<file path="src/rtl/pe_seq_pkg.sv">
// Package: pe_seq_pkg
// Shared state encoding, default widths and a counter-width helper for the
// pe_dot_sequencer slice.
package pe_seq_pkg;

  localparam int DEF_DATA_W      = 8;
  localparam int DEF_ACC_W       = 32;
  localparam int DEF_LEN_W       = 8;
  localparam int DEF_TIMEOUT_CYC = 15;

  typedef enum logic [2:0] {
    IDLE,
    FETCH,
    ISSUE,
    WAIT,
    DONE
  } seq_state_t;

  // Bits needed for a counter that must reach `limit` without wrapping.
  function automatic int cnt_w(input int limit);
    return $clog2(limit + 2);
  endfunction

endpackage

</file>
<file path="src/rtl/pe_seq_watchdog.sv">
// Module: pe_seq_watchdog
// Loadable cycle counter that flags when a PE has sat in WAIT for LIMIT+1
// cycles. Only built when PE_SEQ_TIMEOUT_EN is defined.
`ifdef PE_SEQ_TIMEOUT_EN
module pe_seq_watchdog
  import pe_seq_pkg::*;
#(
  parameter int LIMIT = DEF_TIMEOUT_CYC
) (
  input  logic clk,
  input  logic reset,
  input  logic load,
  input  logic en,
  output logic expired
);

  localparam int CW = cnt_w(LIMIT);

  logic [CW-1:0] count;

  // Count enabled cycles since the last load; saturate once expired.
  always_ff @(posedge clk) begin
    if (reset || load) begin
      count <= '0;
    end else if (en && !expired) begin
      count <= count + CW'(1);
    end
  end

  // count holds the cycles already spent, so equality here means the current
  // cycle is number LIMIT+1.
  assign expired = (count == CW'(LIMIT));

endmodule
`endif

</file>
<file path="src/rtl/pe_dot_sequencer.sv">
// Module: pe_dot_sequencer
// Drives a single systolic MAC PE through an N-term dot product. A job gives
// the term count; operand pairs are issued one at a time over the PE
// strobe/busy handshake and each PE result is fed back as the next acc_in.
// The final sum is returned on a valid/ready port.
// Optional feature: define PE_SEQ_TIMEOUT_EN to add a WAIT-state watchdog and
// the res_err output.
module pe_dot_sequencer
  import pe_seq_pkg::*;
#(
  parameter int DATA_W      = DEF_DATA_W,
  parameter int ACC_W       = DEF_ACC_W,
  parameter int LEN_W       = DEF_LEN_W,
  parameter int TIMEOUT_CYC = DEF_TIMEOUT_CYC
) (
  input  logic              clk,
  input  logic              reset,
  // job command
  input  logic              cmd_valid,
  output logic              cmd_ready,
  input  logic [LEN_W-1:0]  cmd_len,
  // operand stream
  input  logic              op_valid,
  output logic              op_ready,
  input  logic [DATA_W-1:0] op_data,
  input  logic [DATA_W-1:0] op_weight,
  // result
  output logic              res_valid,
  input  logic              res_ready,
  output logic [ACC_W-1:0]  res_data,
`ifdef PE_SEQ_TIMEOUT_EN
  output logic              res_err,
`endif
  // PE interface
  output logic              pe_i_stb,
  input  logic              pe_o_busy,
  output logic [DATA_W-1:0] pe_data,
  output logic [DATA_W-1:0] pe_weight,
  output logic [ACC_W-1:0]  pe_acc,
  input  logic              pe_o_stb,
  input  logic [ACC_W-1:0]  pe_acc_out,
  output logic              pe_i_busy
);

  seq_state_t       state;
  logic [LEN_W-1:0] remaining;
  logic [ACC_W-1:0] acc;

`ifdef PE_SEQ_TIMEOUT_EN
  logic wd_expired;

  // Reloaded on every cycle outside WAIT, so each term gets a fresh budget.
  pe_seq_watchdog #(
    .LIMIT (TIMEOUT_CYC)
  ) u_watchdog (
    .clk     (clk),
    .reset   (reset),
    .load    (state != WAIT),
    .en      (state == WAIT),
    .expired (wd_expired)
  );
`else
  logic unused_timeout;
  assign unused_timeout = ^32'(TIMEOUT_CYC);
`endif

  // Handshake flags decode straight from the state register.
  assign op_ready  = (state == FETCH);
  assign res_valid = (state == DONE);
  assign pe_i_busy = (state != WAIT);

  // The strobe depends on pe_o_busy combinationally so it is high for exactly
  // the one cycle the PE is able to take the operands.
  assign pe_i_stb  = (state == ISSUE) && !pe_o_busy;

  // The PE samples acc_in late; acc only moves on job start or pe_o_stb, so it
  // is stable from ISSUE through the returning strobe.
  assign pe_acc    = acc;
  assign res_data  = acc;

  // Sequencer FSM: state, term counter, running sum and operand latches.
  // NOTE: every register here is assigned with <= so all next-state values are
  // computed from the same pre-edge snapshot; = would leak updates mid-block.
  always_ff @(posedge clk) begin
    if (reset) begin
      state     <= IDLE;
      remaining <= '0;
      acc       <= '0;
      pe_data   <= '0;
      pe_weight <= '0;
      // cmd_ready is a register so it reads 0 while reset is held and rises
      // on the first clock after release.
      cmd_ready <= 1'b0;
`ifdef PE_SEQ_TIMEOUT_EN
      res_err   <= 1'b0;
`endif
    end else begin
      case (state)
        IDLE: begin
          if (cmd_valid && cmd_ready) begin
            remaining <= cmd_len;
            acc       <= '0;
            cmd_ready <= 1'b0;
            state     <= (cmd_len == '0) ? DONE : FETCH;
          end else begin
            cmd_ready <= 1'b1;
          end
        end

        FETCH: begin
          if (op_valid) begin
            pe_data   <= op_data;
            pe_weight <= op_weight;
            state     <= ISSUE;
          end
        end

        ISSUE: begin
          if (!pe_o_busy) begin
            state <= WAIT;
          end
        end

        WAIT: begin
          if (pe_o_stb) begin
            acc       <= pe_acc_out;
            remaining <= remaining - LEN_W'(1);
            state     <= (remaining == LEN_W'(1)) ? DONE : FETCH;
          end
`ifdef PE_SEQ_TIMEOUT_EN
          else if (wd_expired) begin
            // Abandon the remaining terms and report the partial sum.
            res_err <= 1'b1;
            state   <= DONE;
          end
`endif
        end

        DONE: begin
          if (res_ready) begin
            state     <= IDLE;
            cmd_ready <= 1'b1;
`ifdef PE_SEQ_TIMEOUT_EN
            res_err   <= 1'b0;
`endif
          end
        end

        default: state <= IDLE;
      endcase
    end
  end

endmodule

</file>
<file path="config.mk">
export PLATFORM = sky130hd
export DESIGN_NAME = pe_dot_sequencer
export DESIGN_NICKNAME = d
export VERILOG_FILES = /design/src/rtl/pe_seq_pkg.sv /design/src/rtl/pe_seq_watchdog.sv /design/src/rtl/pe_dot_sequencer.sv
export SDC_FILE = /design/constraint.sdc
export NUM_CORES = 1
export LEC_CHECK = 0
export ABC_AREA = 0
export BUFFER_PORTS_ARGS = -buffer_cell sky130_fd_sc_hd__buf_2
export CAP_MARGIN = 10
export CORE_ASPECT_RATIO = 2
export CORE_MARGIN = 3
export CORE_UTILIZATION = 44
export DETAILED_ROUTE_END_ITERATION = 12
export PLACE_DENSITY = 0.84
export SYNTH_ARGS = -nofsm -noshare
export SYNTH_HDL_FRONTEND = slang
export SYNTH_SLANG_ARGS = --single-unit
export TNS_END_PERCENT = 1
</file>
<file path="constraint.sdc">
create_clock -name clk -period 1.65 [get_ports clk]
set_input_delay 0 -clock clk [delete_from_list [all_inputs] [get_ports clk]]
set_output_delay 0 -clock clk [all_outputs]
set_load 0.01 [all_outputs]
</file>
Word-level counts from Yosys, hierarchy flattened. Cells that the tools add are included. W data, S select, Z words.

Add/sub/neg operators: 1. Equality and inequality tests: 11. Multiplexer cells: 17. Reduce and logical (&&, ||, !) cells: 11.

Operator list (count): $mux W32 (2); $pmux W32 S2 (1); $mux W3 (7); $mux W8 (2); $pmux W8 S2 (1); $pmux W3 S5 (1); $eq A8 B1 Y1 const B (1); $logic_not A8 Y1 (1); $ne A2 B2 Y1 const B (4); $sub A8 B1 Y8 const B (1); $eq A3 B2 Y1 const B (2); $reduce_and A5 Y1 (1); $reduce_and A2 Y1 (2); $reduce_bool A2 Y1 (2); $eq A3 B1 Y1 const B (1); $eq A3 B3 Y1 const B (1); $logic_not A3 Y1 (1); $ne A3 B2 Y1 const B (1); $reduce_and A3 Y1 (1); $logic_and A1 B1 Y1 (2); $mux W1 (2); $ne A2 B1 Y1 const B (1); $pmux W1 S2 (1); $logic_not A1 Y1 (1).

Register bits: 60. Input port bits: 63. Output and inout bits: 85. Word-level logic and storage cells: 46.

Depth between registers and ports, before layout.
Depth in word-level cells: 4. Depth in mapped cells: 6. Mapped depth without buffers: 6.

Worst setup path before layout. Ideal clock, no wire load.

Kind: flip-flop to flip-flop. From: reg cmd_ready. To: reg remaining[2]. Setup time: 0.132 ns. Arrival: 1.214 ns. Data required time: 1.518 ns. Path slack: 0.303 ns. Stages on the path, launching flop included: 7. Buffers on the path: 2. Period minus slack after synthesis: 1.347 ns. Cells stage by stage: dfxtp_1 nand4bb_1 a21o_1 buf_2 buf_2 o21ai_0 a21oi_1.

Cells in the longest elaborated chain, start to end: 3.

Ends and longest elaborated chain: start, declared (line pe_dot_sequencer.sv:20) `output logic cmd_ready,`; start signal, assigned (line pe_dot_sequencer.sv:93) `cmd_ready <= 1'b0;`; start signal, assigned (line pe_dot_sequencer.sv:103) `cmd_ready <= 1'b0;`; start signal, assigned (line pe_dot_sequencer.sv:106) `cmd_ready <= 1'b1;`; $logic_and A1 B1 Y1 (line pe_dot_sequencer.sv:100) `if (cmd_valid && cmd_ready) begin`; $ne A2 B2 Y1 (no source line); $reduce_and A3 Y1 (no source line); end signal, assigned (line pe_dot_sequencer.sv:101) `remaining <= cmd_len;`; end signal, assigned (line pe_dot_sequencer.sv:127) `remaining <= remaining - LEN_W'(1);`; end, declared (line pe_dot_sequencer.sv:46) `logic [LEN_W-1:0] remaining;`.

No other way between the ends. A chain may end at the register's enable or synchronous reset.

Final worst setup path.
From: reg state[2]. To: reg remaining[2].

Cells in the longest elaborated chain, start to end: 3. Elaborated cells on any way between the ends: 7. Those cells by class: eq/ne (3); mux (1); reduce/logical (3).

Ends and longest elaborated chain: start, declared (line pe_dot_sequencer.sv:45) `seq_state_t state;`; start signal, assigned (line pe_dot_sequencer.sv:104) `state <= (cmd_len == '0) ? DONE : FETCH;`; start signal, assigned (line pe_dot_sequencer.sv:128) `state <= (remaining == LEN_W'(1)) ? DONE : FETCH;`; $eq A3 B2 Y1 / $logic_not A3 Y1 (equally long branches) (line pe_dot_sequencer.sv:98) `case (state)`; $ne A2 B2 Y1 (no source line) / $reduce_bool A2 Y1 (equally long branches); $reduce_and A3 Y1 (no source line).

Parallel ways exist; a longest one is shown, timed or not.

==> metrics.yaml <==
detailed_routing:
  drtPass1Iterations: 4
  via_per_inst: 5.31
  routed-via-count: 2916
  drt-total-wl_um: 8150
  ant_nets: 0
  first_iter_violations: 174
  drcViolationCount: 0
  avgRoutedWirePerCell_um: 14.8
synth:
  synthesis.area_mm2: 0.00268
  yosys_most_used_dff: "dfxtp_1"
  avgSynthCellArea_um2: 8.31
  postSynthCellCount: 322
  yosysSeqAreaShare_pct: 44.9
  yosys.area_share.simple_pct: 20.3
  synth_nets: 387
  synth_cell_types: 36
  synth_warnings: 0
  ys_async_sr_fraction_pct: 0
  ys_ff_latch: 60
  synth_top_family_by_area: "simple AND/OR/NAND/NOR gates"
  synth_edf_count: 0
  synth_fa_ha_area_share_pct: 0.935
  yosys.area_share.xor_xnor_pct: 0
  synthMuxAreaShare_pct: 0.421
  synth_compound_area_share_pct: 19.9
placement:
  place_congestion: 0.849
  hpwl_um: 5260
  io_buffers: 147
  place.detailed.instances: 484
power:
  power_frac_comb_pct: 12.9
  p_seq_share_pct: 36.3
  p_clk_share_pct: 50.8
  total_leakage_power_nw: 1.92
  intPower_mw: 3.28
  power_mw: 4.23
  switchingPower_mw: 0.956
  peakVddDrop_v: 0.000883
  swShare_pct: 22.6
  power_per_cell_area_mw_per_mm2: 1030
sta:
  period_share_pct: 93.3
  period_needed_ns: 1.54
  rsz0062_at_grt: "yes"
  clock-skew-final_ns: 0.00560
  setup_viol: 0
  relSlewSlack_pct: 67.9
  fmax_ghz: 0.650
  hold_viol_final: 0
  worst_pin_slew_ns: 0.478
  maxSlewViolCount: 0
global_route:
  track_usage_pct: 23.8
  grt-ovfl-total: 0
  grt_pass1_wl_um: 12700
  grt_max_degree: 40
  grt_antenna_before_repair: 0
  grt_pass1_vias: 2910
layout:
  multi_input_area_mm2: 0.00113
  num_antenna_cells: 0
  final_layout_size_suffix_gt1_share_pct: 37.3
  fill_cells: 413
  final_util_pct: 70.8
  layout.nets: 548
  register_area_mm2: 0.00120
  final_common_cell: "buf_2"
  syn_to_final_growth_pct: 53.7
  layout_common_cells: "buf_2, dfxtp_1, dlygate4sd3_1"
  fin_cells: 549
worst_setup_path:
  path_class: "reg -> reg"
  crit_path_top_delay_cell: "dfxtp_1"
  timing.rr.end: "remaining[2]"
  crit_cells: 5
  cp_max_fo: 13
  worstSetupStartpoint: "state[2]"
  cpLargestDelayFamily: "flip-flops"
  reg2regPathDepth: 5
  start_kind: "register"
  crit_end: "remaining[2]"
  critPathBufInv: 1
  critPathCaptureType: "register"
  worstPathArrival_ns: 1.73
  cp_cell_sequence: "and3b_2 -> buf_4 -> mux2_2 -> nand2_1 -> a21oi_1"
  required_ns: 1.84
  r2r_start: "state[2]"
  slowest_delay_ns: 0.53
  rrSetupSlack_ns: 0.11
cts:
  clkLatencyLatePin_ns: 0.32
  cts_setup_buffers: 0
  cts_tree: "done"
  cts_num_sinks: 60
  cts_buffer_depth: 2
  cts_max_level: 3
  clk_pin_slew_ns: 0.05
  numCtsBuffers: 9
  cts-root-buf: "clkbuf_16"
floorplanning:
  initial_core_util_pct: 46.1
  fp.coreArea_mm2: 0.00581
  die_x_um: 61.1
  ios: 148
  num_rows: 39
  die-area_mm2: 0.00711
  die_h_um: 116
min_path:
  hold_path.class: "in -> reg"
flow_run:
  cap_violations: 0
status:
  outcome: "completed"
-- layer usage --
metal	wire, um	GRT usage, %	up-vias
li1	-	-	1404
met1	2760	22.5	1364
met2	4620	43.6	126
met3	495	4.31	22
met4	275	15.5	0
met5	0	0	-
-- timing repair --
action,4_1_cts,5_1_grt
setup endpoints to repair,0,54
hold buffers,49,0
gates resized for setup,0,6
hold endpoints to repair,49,0
-- power by group through the flow --
stage               Clock (mW)  Combinational (mW)  Sequential (mW)
global placement             0               0.424             1.56
global route              2.26               0.597             1.54
finish                    2.15               0.544             1.54
detailed placement           0               0.436             1.56
CTS                       2.20               0.529             1.53
floorplan                    0               0.241             1.57
-- cells in the mapped netlist (4+ instances only) --
cell	instances	share of area, %
nand3_1	6	1.1
nand2b_1	6	1.4
buf_4	32	9.0
a22oi_1	33	9.3
a21oi_1	27	5.1
a21o_1	5	1.4
a211oi_1	4	1.1
o21ai_0	7	1.3
dfxtp_1	60	45
nor2_1	42	5.9
nand2_1	41	5.8
nor3_1	4	0.75
clkbuf_1	9	1.3
inv_1	5	0.70
buf_2	14	2.6
-- per-stage QoR --
stage	cell area, um2	TNS (ns)	hold slack (ns)	worst slack [ns]
5_1_grt	4110	-0.0332	0.0499	-0.0261
3_3_place_gp	3250	0	0.239	0.107
4_1_cts	4090	0	0.0274	0.0346
2_1_floorplan	2680	0	0.136	0.303
3_5_place_dp	3250	0	0.246	0.0552
6_report	4110	0	0.0450	0.111
-- worst min path at each step --
stage,start,endpoint,slack (ns),cells after the start
6_report,cmd_len[3],remaining[3],0.04,4
5_1_grt,cmd_len[5],remaining[5],0.05,4
4_1_cts,cmd_len[3],remaining[3],0.03,4
3_5_place_dp,op_data[2],pe_data[2],0.25,3
3_3_place_gp,op_weight[2],pe_weight[2],0.24,3
2_1_floorplan,op_data[0],pe_data[0],0.14,2
-- final cells by class --
class	count	area share, %
tap	61	1.86
clock buffer	10	5.81
sequential	60	29.2
timing repair buffer	205	32.4
clock inverter	6	2.71
inverter	5	0.548
multi-input combinational	202	27.5
-- sequential cells by signal, indices dropped and copies added, names as in the netlist --
signal and flops:
pe_weight 8, remaining 8, pe_acc 32, cmd_ready 1
state 3, pe_data 8
-- worst min-delay path, delay by kind of cell --
family,cells,cell delay [ns]
buf+inv,1,0.11
compound gates,2,0.15
simple gates,1,0.05
-- logic make-up after synthesis --
kind of cell | Yosys count
and+or+nand+nor | 117
muxes | 1
adders and majority gates | 2
DFF | 60
AOI/OAI and AO/OA | 82
buffers and inverters | 60
Note: power is estimated with default switching activity, not from simulation.
